`src/rtl/fetch_queue.sv`:
```
// fetch_queue: IF stage that owns the PC, issues one bus request at a time and
// buffers returned {pc, instr} pairs in a DEPTH-entry FIFO toward decode.
module fetch_queue #(
    parameter int                    PC_WIDTH    = 64,
    parameter int                    INSTR_WIDTH = 32,
    parameter int                    DEPTH       = 4,
    parameter logic [PC_WIDTH-1:0]   RESET_PC    = PC_WIDTH'(64'h8000_0000)
) (
    input  logic                         clk,
    input  logic                         reset,
    output logic                         ireq_valid,
    output logic [PC_WIDTH-1:0]          ireq_addr,
    input  logic                         ireq_ready,
    input  logic                         iresp_valid,
    input  logic [INSTR_WIDTH-1:0]       iresp_data,
    input  logic                         redirect_valid,
    input  logic [PC_WIDTH-1:0]          redirect_pc,
    output logic                         out_valid,
    output logic [PC_WIDTH-1:0]          out_pc,
    output logic [INSTR_WIDTH-1:0]       out_instr,
    input  logic                         out_ready,
    output logic [$clog2(DEPTH+1)-1:0]   count
);
    localparam int PW = $clog2(DEPTH);
    localparam int CW = $clog2(DEPTH+1);

    typedef struct packed {
        logic [PC_WIDTH-1:0]    pc;
        logic [INSTR_WIDTH-1:0] instr;
    } entry_t;

    entry_t                mem [DEPTH];
    logic [PC_WIDTH-1:0]   pc;
    logic [PC_WIDTH-1:0]   inflight_pc;
    logic                  outstanding;
    logic                  drop;
    logic [PW-1:0]         rd_ptr;
    logic [PW-1:0]         wr_ptr;
    logic                  accept;
    logic                  resp;
    logic                  push;
    logic                  pop;

    // Credit is taken from the registered count, so out_ready never reaches ireq_valid.
    assign ireq_valid = reset && !outstanding && (count < CW'(DEPTH)) && !redirect_valid;
    assign ireq_addr  = pc;
    assign accept     = ireq_valid && ireq_ready;

    assign resp       = iresp_valid && outstanding;
    assign push       = resp && !drop && !redirect_valid;

    assign out_valid  = (count != '0);
    assign out_pc     = mem[rd_ptr].pc;
    assign out_instr  = mem[rd_ptr].instr;
    assign pop        = out_valid && out_ready && !redirect_valid;

    always_ff @(posedge clk or negedge reset) begin
        if (!reset) begin
            pc          <= RESET_PC;
            inflight_pc <= '0;
            outstanding <= 1'b0;
            drop        <= 1'b0;
            rd_ptr      <= '0;
            wr_ptr      <= '0;
            count       <= '0;
        end else begin
            assert (!(push && count == CW'(DEPTH)));

            if (redirect_valid)
                pc <= redirect_pc;
            else if (accept)
                pc <= pc + PC_WIDTH'(4);

            if (accept)
                inflight_pc <= pc;

            if (accept)
                outstanding <= 1'b1;
            else if (resp)
                outstanding <= 1'b0;

            // A redirect with a response still in flight marks that response stale.
            if (resp)
                drop <= 1'b0;
            else if (redirect_valid && outstanding)
                drop <= 1'b1;

            if (redirect_valid) begin
                rd_ptr <= '0;
                wr_ptr <= '0;
                count  <= '0;
            end else begin
                if (push)
                    wr_ptr <= wr_ptr + PW'(1);
                if (pop)
                    rd_ptr <= rd_ptr + PW'(1);
                case ({push, pop})
                    2'b10:   count <= count + CW'(1);
                    2'b01:   count <= count - CW'(1);
                    default: ;
                endcase
            end
        end
    end

    always_ff @(posedge clk) begin
        if (push)
            mem[wr_ptr] <= '{pc: inflight_pc, instr: iresp_data};
    end

endmodule
```
`config.mk`:
```
export PLATFORM = sky130hd
export DESIGN_NAME = fetch_queue
export DESIGN_NICKNAME = d
export VERILOG_FILES = /design/src/rtl/fetch_queue.sv
export SDC_FILE = /design/constraint.sdc
export NUM_CORES = 1
export LEC_CHECK = 0
export ABC_AREA = 1
export BUFFER_PORTS_ARGS = -buffer_cell sky130_fd_sc_hd__buf_2
export CAP_MARGIN = 10
export CORE_ASPECT_RATIO = 1.4
export CORE_MARGIN = 2
export CORE_UTILIZATION = 45
export CTS_CLUSTER_SIZE = 12
export DETAILED_ROUTE_END_ITERATION = 7
export GPL_TIMING_DRIVEN = 0
export PLACE_DENSITY = 0.71
export SETUP_SLACK_MARGIN = 0.4
export SYNTH_ARGS = -nofsm -noshare
export SYNTH_HDL_FRONTEND = slang
export SYNTH_SLANG_ARGS = --single-unit
```
`constraint.sdc`:
```
create_clock -name clk -period 16.7 [get_ports clk]
set_input_delay 1.67 -clock clk [delete_from_list [all_inputs] [get_ports clk]]
set_output_delay 1.67 -clock clk [all_outputs]
set_load 0.005 [all_outputs]
```
# Word level (Yosys, flattened, before mapping)
# Memories as Yosys holds them, arrays and structs flattened.
# Index checks and enable logic that the tools add are counted.
# totals
regBits	137
memories	1
output_inout_bits	165
mem_bits_rw	384
elab_cells	50
# memory_table
memory	depth	word_bits	rd	rd_ports_with_merged_regs	write_ports	line_no	source
mem	4	96	1	0	1	32	entry_t mem [DEPTH];
# classes
reduce_logical	20
order_cmp	1
eq_ne	2
addsub	5
muxes	14
# op_table
op	n
64-bit 2-to-1 mux	2
64-bit by 3-bit adder with 64-bit output, second input constant	1
1-bit logical AND	10
2-bit nonzero test	5
2-bit 2-to-1 mux	4
1-bit 2-to-1 mux	6
3-bit one-hot mux with 2 select lines	1
3-bit nonzero test	2
2-bit by 1-bit adder with 2-bit output, second input constant	2
3-bit by 1-bit adder with 3-bit output, second input constant	1
1-bit zero test	3
3-bit less-than comparator, second input constant	1
3-bit 2-to-1 mux	1
3-bit by 1-bit subtractor with 3-bit output, second input constant	1
2-bit by 1-bit equality test with 1-bit output, second input constant	1
2-bit equality test, second input constant	1

# Logic depth before layout (Yosys ltp)
# Gate-level depths: netlist of the first run.
# logic_depth
ltp_word	7
ltp_mapped	10

# Worst setup path after synthesis of the first run
# Ideal clock, no wire load.
# synth_timing
path_kind	input-to-reg
from	in redirect_valid
to	mem mem[0][0] (netlist name), enable pin
setup_time_ps	552
arrival_time_ps	6140
path_stages	5
slack_ps	10009
path_cell_list	buf_2 -> inv_1 -> buf_4 -> nand2_1 -> nor2_1
# synth_via
elab_chain_len	4
# synth_lines
item	line_no	source
start, declared	16	input logic redirect_valid,
1-bit zero test	50	assign push = resp && !drop && !redirect_valid;
1-bit logical AND	50	
1-bit 2-to-1 mux	107	if (push)
1-bit 2-to-1 mux (implied by the code)	108	mem[wr_ptr] <= '{pc: inflight_pc, instr: iresp_data};
end, declared	32	
# No other way between the ends.

# Final worst setup path of the first run
# layout_timing
from	in reset
to	out ireq_valid
# layout_via
elab_chain_len	3
# layout_lines
item	line_no	source
start, declared	10	input logic reset,
1-bit logical AND (3 in a row)	45	assign ireq_valid = reset && !outstanding && (count < CW'(DEPTH)) && !redirect_valid;
end, declared	11	output logic ireq_valid,
# No other way between the ends.

==> results of run 1 <==
-- worst paths after layout --
check	cells after the start	to	slack, ns
setup reg to reg	7	mem[1][48]	14.08
max in group asynchronous	2	inflight_pc[4]	14.75
min in group asynchronous	1	inflight_pc[47]	1.04
hold / removal	0	mem[3][37]	0.51
hold reg to reg	0	mem[3][37]	0.51
setup / recovery	7	ireq_valid	11.82
-- area by class of cell --
type                       instances  share of cell area, %
antenna                            1                0.00962
multi-input combinational       1286                   23.3
inverter                         128                   1.85
buffer                           102                   1.63
clock buffer                      89                   5.73
clock inverter                     6                  0.226
sequential                       521                   57.5
tap                              630                   3.03
timing repair buffer             283                   6.76
-- cell usage after synthesis (all sizes together) --
cell    count  area [µm²]
o21ai     311        1560
nand3b     17         128
ha          5        62.6
buf        27         143
o31ai       1        7.51
xnor2       1        8.76
nand2     336        1290
edfxtp    384       11500
o21a        2        15.0
nand3      72         380
dfstp       1        26.3
xor2        5        43.8
clkbuf     75         282
nand4      38         238
o311ai      1        8.76
o211ai      9        67.6
o221ai      2        17.5
nor2      372        1480
o21bai      1        7.51
inv       124         465
o22ai      97         607
dfrtp     136        3400
fa          1        20.0
clkinv      4        15.0
a31o        1        8.76
a21oi      11        55.1
nor3        3        20.0
-- layer usage --
layer / up-vias / GRT usage (%) / wire length [µm]
li1: 7781 / - / -
met5: - / 0 / 0
met1: 8378 / 33.7 / 26300
met3: 169 / 3.03 / 4370
met2: 824 / 46.6 / 34400
met4: 0 / 14.1 / 3770
-- per-stage QoR --
| step | hold WS (ns) | utilization (%) | area, µm² | std cells |
|---|---|---|---|---|
| after floorplan | 0.476 | - | 21900 | 2037 |
| after global placement | 0.486 | 50.0 | 24000 | 2932 |
| after detailed placement | 0.504 | 51.0 | 24500 | 2950 |
| after CTS | 0.500 | 54.2 | 26000 | 3045 |
| after global routing | 0.527 | 54.2 | 26000 | 3045 |
| final | 0.512 | 54.2 | 26000 | 3046 |
-- power by group --
| group | internal [µW] | leakage, µW | switching (µW) | total (µW) |
|---|---|---|---|---|
| clock network | 618 | 0.000737 | 478 | 1100 |
| logic | 233 | 0.00418 | 464 | 697 |
| registers | 1560 | 0.00518 | 142 | 1700 |
| total | 2410 | 0.0101 | 1080 | 3500 |
-- critical path, cell delays in order --
cell,delay [ns]
sky130_fd_sc_hd__buf_6,0.38
sky130_fd_sc_hd__buf_16,0.42
sky130_fd_sc_hd__inv_1,0.08
sky130_fd_sc_hd__nor2_1,0.19
sky130_fd_sc_hd__nand2_1,0.16
sky130_fd_sc_hd__inv_1,0.08
sky130_fd_sc_hd__buf_2,0.10
-- registers in the layout, indices dropped and copies added (netlist names) --
name / count
rd_ptr: 2
drop: 1
ireq_addr: 64
inflight_pc: 64
wr_ptr: 2
outstanding: 1
mem: 384
count: 3
-- kinds of logic after synthesis --
family / after synthesis / share of synthesized area [%]
AO/OA/AOI/OAI: 436 / 10.7
AND/OR/NAND/NOR: 838 / 16.2
flip-flops: 521 / 68.3
adder cells (fa/ha/maj): 6 / 0.377
buffers and inverters: 230 / 4.13
XOR/XNOR: 6 / 0.240
==> impl_summary.txt, run 1 <==
----------------------------------------------------
[Run status]
  Outcome ... finished, final reports clean

[Die]
  Horizontal die dimension ... ~190 µm
  Area of the die ... about 50000 µm²
  Core ar. ... 48000 µm²
  Die extent in y ... ~260 µm
  Rows ... 95
  Initial cell density of the core ... a little under half
  Top-level port count ... around 270

[Clock tree]
  Clock Sink Count ... ~520
  Count of cells resized by post-cts repair ... 0
  Clock tree from TritonCTS ... yes
  Clock-pin slew on the worst setup and hold paths ... 0.06 ns
  Max clock buf depth ... 3
  Clock root cell ... sky130_fd_sc_hd__clkbuf_16
  Clock latency on the worst-skew pair ... between 0.5 and 0.6 ns
  Number of buffers created by CTS ... 51
  Post-CTS Repair Setup Buffers ... 0
  Number of hold buffers added after CTS ... 0
  Number of H-tree branching levels ... 2

[Worst setup path]
  Arrival time at the worst endpoint ... between 3 and 4 ns
  Largest fanout on the critical path ... between 90 and 100
  Kind of start point of the critical path ... input port
  Data required time of the critical path ... roughly 15 ns
  Startpoint of the worst register-to-register path ... outstanding
  Worst setup startpoint ... reset
  Capturing element type of the critical path ... primary output
  Kind of critical path ... in -> out

[Power and ir drop]
  Maximum resistive drop on vdd ... approximately 0.000079 V
  Power per unit of standard cell area ... about 130 nW/µm²
  Static Leak ... between 0.01 and 0.015 µW
  Design Power ... about 3500 µW

[Timing]
  Slew @ Worst Pin ... 0.981 ns
  Setup total negative slack ... 0 ns
  Portion of the clock cycle consumed by the worst path in the final layout ... between 20% and 30%
  Crit path setup slack, layout ... approximately 12 ns
  Hold violation total from the final report ... 0
  RSZ-0062 raised after global routing ... false
  Fin crit period ... 4.88 ns
  Setup Skew ... roughly 0.029 ns
  Max Transition Viols Final ... 0
  Max-slew headroom ... approximately a third
  Number of setup violations in the final report ... 0
  Peak Freq ... a little over 200 MHz

[Final layout]
  Commonest cells after routing, fill and taps aside ... sky130_fd_sc_hd__edfxtp_1 (384), sky130_fd_sc_hd__nor2_1 (355), sky130_fd_sc_hd__nand2_1 (327), sky130_fd_sc_hd__o21ai_0 (300), sky130_fd_sc_hd__buf_2 (288)
  Most common cell after layout, fill and taps aside ... sky130_fd_sc_hd__edfxtp_1
  Fillcell total ... ~4200
  Area taken by flip-flops and latches ... between 10000 and 15000 µm²
  Fraction of final layout cells sized beyond drive strength 1 ... roughly 17%
  Synthesis-to-layout area growth ... 18.9%
  Final Net Count ... roughly 2500
  Multi-input logic area ... roughly 6000 µm²

[Drt]
  Iteration-0 DRC Markers ... ~1600
  Post-route DRC ... 0
  DRT Wirelength ... 68.9 mm
  Iteration count of the initial detailed-routing pass ... 6
  Average routed wire per standard cell ... between 20 and 25 µm
  Number of vias in the routed layout ... ~17000
  Number of antenna-violating nets in the routed design ... 0
  Vias/cell ... around 5.6

[Hold path]
  Hold Path Origin ... inflight_pc[5]
  Hold Path Class ... reg -> reg

[Logic synthesis]
  Synth Instances ... slightly above 2000
  Warnings from Yosys ... 0
  Number of nets produced by synthesis ... around 2100
  Number of distinct library cells after synthesis ... 37
  Post-synthesis cell area ... between 20000 and 25000 µm²
  Synth Area per Inst ... about 11 µm²
  Sequential share of the synthesized area ... about two thirds
  Register bit count reported by yosys ... between 500 and 600

[Placement]
  Sum of net half-perimeters after detailed placement ... just under 50 mm
  RePlAce Congestion ... 0.906
  Minimum setup slack after placement ... approximately 12 ns
  Count of buffers inserted at the top-level ports ... around 270

[Global route]
  Vias in the first global route ... 17000
  Pin count of the biggest net entering global routing ... 93
  Global Route Usage Sum ... between 20% and 30%
  Global-route wire length before repair ... about 100 mm
  Number of antenna violations at the first check in global routing ... 0
  Residual overflow from global routing ... 0

[Run]
  Max-capacitance violation count ... 0

----------------------------------------------------
No activity file was read; power rests on OpenSTA's default activity.
==> run 2, diff against run 1 <==
==> constraint.sdc (replaced) <==
create_clock -name clk -period 4.8 [get_ports clk]
set_input_delay 0.48 -clock clk [delete_from_list [all_inputs] [get_ports clk]]
set_output_delay 0.48 -clock clk [all_outputs]
set_load 0.005 [all_outputs]
==> run 2 against run 1 <==
Compared with the run above: first-iteration DRC count shrank 4.2%; count of clock-buffer cells in the layout did not move; worst setup slack got worse by 11 ns; critical endpoint is now out_pc[58].
==> impl_summary.txt, run 2 (synthesis gave the netlist of run 1 again) <==
----------------------------------------------------
[Final layout]
  Synthesis-to-layout area growth ... 18.9%
  Commonest cells after routing, fill and taps aside ... sky130_fd_sc_hd__edfxtp_1 (384), sky130_fd_sc_hd__nor2_1 (355), sky130_fd_sc_hd__nand2_1 (327), sky130_fd_sc_hd__o21ai_0 (300), sky130_fd_sc_hd__buf_2 (288)
  Final core utilization ... a little over half
  Fraction of final layout cells sized beyond drive strength 1 ... approximately 17%
  Register name with the most flops ... mem
  Most common cell after layout, fill and taps aside ... sky130_fd_sc_hd__edfxtp_1
  Post-route cell area ... between 20000 and 30000 µm²
  Final Net Count ... about 2500
  Max reg flops ... 384

[Clock tree]
  Number of H-tree branching levels ... 2
  Clock-pin slew on the worst setup and hold paths ... approximately 0.06 ns
  Clock latency on the worst-skew pair ... 0.58 ns
  Max clock buf depth ... 3
  Clock Sink Count ... 521
  Clock tree from TritonCTS ... yes
  Clock root cell ... sky130_fd_sc_hd__clkbuf_16
  Number of buffers created by CTS ... 51
  Count of cells resized by post-cts repair ... 0

[Timing]
  Number of setup violations in the final report ... 0
  Setup Skew ... ~0.029 ns
  Max-slew headroom ... 34.6%
  Max Transition Viols Final ... 0
  Slew @ Worst Pin ... between 0.9 and 1 ns
  Smallest hold slack ... roughly 0.11 ns
  Hold violation total from the final report ... 0
  Peak Freq ... about 280 MHz
  Fin crit period ... about 3.6 ns
  Crit path setup slack, layout ... 1.23 ns
  Portion of the clock cycle consumed by the worst path in the final layout ... 74.3%
  RSZ-0062 raised after global routing ... false

[Power and ir drop]
  Sequential group share of total power ... roughly half
  Switching share of total power ... about 31%
  Fraction of power consumed by combinational cells ... around a fifth
  Design Power ... 12200 µW
  Maximum resistive drop on vdd ... 0.000275 V
  Power per unit of standard cell area ... 467 nW/µm²
  Static Leak ... approximately 0.010 µW
  Sw Pwr ... about 3800 µW
  Internal power ... 8400 µW
  Clock power share ... between 30% and 40%

[Die]
  Area of the die ... 50500 µm²
  Core ar. ... 48000 µm²
  Rows ... 95
  Horizontal die dimension ... 190 µm
  Initial cell density of the core ... about 46%
  Die extent in y ... between 200 and 300 µm
  Top-level port count ... approximately 270

[Worst setup path]
  Worst path buffer plus inverter count ... 4
  Kind of critical path ... reg -> out
  Top cell family by delay on the critical path ... buffers and inverters
  Slowest cell delay on critical path ... between 0.5 and 0.6 ns
  Largest fanout on the critical path ... 10
  Worst r2r path cells ... 7
  Arrival time at the worst endpoint ... a little over 3 ns
  Slowest cell on the critical path ... sky130_fd_sc_hd__dfrtp_1
  Data required time of the critical path ... roughly 4.3 ns
  Crit path top cell by count ... sky130_fd_sc_hd__clkbuf_1
  Kind of start point of the critical path ... register
  Capturing element type of the critical path ... primary output
  CP cell instances ... inv_1, clkbuf_1, clkbuf_1, o21ai_0, o22ai_1, buf_2
  Critical path depth ... 6

[Drt]
  Iteration-0 DRC Markers ... around 1500
  DRT Wirelength ... about 70 mm
  Post-route DRC ... 0
  Number of antenna-violating nets in the routed design ... 0
  Average routed wire per standard cell ... around 23 µm
  Vias/cell ... 5.60
  Number of vias in the routed layout ... approximately 17000
  Iteration count of the initial detailed-routing pass ... 6

[Global route]
  Fraction of met3 tracks used by global routing ... 3.03%
  Pin count of the biggest net entering global routing ... 93
  Met2 demand-to-capacity share in global routing ... between 40% and 50%
  Global-route wire length before repair ... 103 mm
  Number of antenna violations at the first check in global routing ... 0
  Met1 Usage GRT ... about a third
  Most utilized layer in the global route result ... met2
  Global Route Usage Sum ... 27.1%
  Vias in the first global route ... around 17000
  Residual overflow from global routing ... 0

[Placement]
  Total placed instance area ... roughly 24000 µm²
  RePlAce Congestion ... slightly above 0.9
  Minimum setup slack after placement ... ~1.8 ns
  Sum of net half-perimeters after detailed placement ... 49.3 mm
  Count of buffers inserted at the top-level ports ... about 270

[Hold path]
  Worst Hold Depth ... 1
  Hold Path Class ... in -> reg

[Run]
  Max-capacitance violation count ... 0

[Run status]
  Outcome ... finished, final reports clean

----------------------------------------------------
-- run 2: cell types whose count changed in the layout (fill, tap and decap cells not counted), sizes merged --
cell	change
dlygate4sd3	+1
-- run 2: area by class of cell --
cell class / count / area, µm²
Fill cell: 4195 / 22000
Sequential cell: 521 / 15000
Multi-Input combinational cell: 1286 / 6060
Timing Repair Buffer: 284 / 1770
Clock buffer: 89 / 1490
Tap cell: 630 / 788
Inverter: 128 / 480
Buffer: 102 / 424
Clock inverter: 6 / 58.8
Antenna cell: 1 / 2.50
-- run 2: path summary, 6_finish.rpt --
check	start	to	slack, ns
setup / recovery	rd_ptr[1]	out_pc[58]	1.23
hold / removal	iresp_data[20]	mem[3][20]	0.11
setup reg to reg	outstanding	mem[1][48]	2.18
hold reg to reg	inflight_pc[5]	mem[3][37]	0.51
max in group asynchronous	reset	inflight_pc[4]	3.46
min in group asynchronous	reset	inflight_pc[47]	0.42
-- run 2: layer usage --
metal  routed length (µm)  vias to the layer above
met4                 3760                        0
li1                     -                     7768
met5                    0                        -
met2                34500                      775
met1                26200                     8364
met3                 4440                      163
-- run 2: stage by stage --
stage | instances | setup TNS [ns]
after floorplan | 2037 | -269.32
after global placement | 2932 | -1593.12
after detailed placement | 2950 | 0
after CTS | 3046 | 0
after global routing | 3046 | 0
final | 3047 | 0
-- run 2: power groups by stage --
stage	Clock (µW)	Sequential, µW	Combinational [µW]
after global routing	4000	5990	2670
final	3810	5930	2430
after global placement	0	5960	2350
after floorplan	0	5820	1250
after detailed placement	0	6000	2420
after CTS	3840	5920	2440
-- run 2: timing repair --
item	in CTS	in global routing
hold buffers	1	0
endpoints found under the hold margin	46	0
buffers inserted	0	0
endpoints found under the setup margin	0	0
-- run 2: worst register-to-register path, cell delays in order, from the launching register on --
cell and delay [ns]:
sky130_fd_sc_hd__dfrtp_1 0.40, sky130_fd_sc_hd__nand2_1 0.13, sky130_fd_sc_hd__nor2_1 0.17, sky130_fd_sc_hd__nand2_1 0.27, sky130_fd_sc_hd__nor2_4 0.61, sky130_fd_sc_hd__buf_12 0.27, sky130_fd_sc_hd__buf_12 0.22, sky130_fd_sc_hd__buf_12 0.22
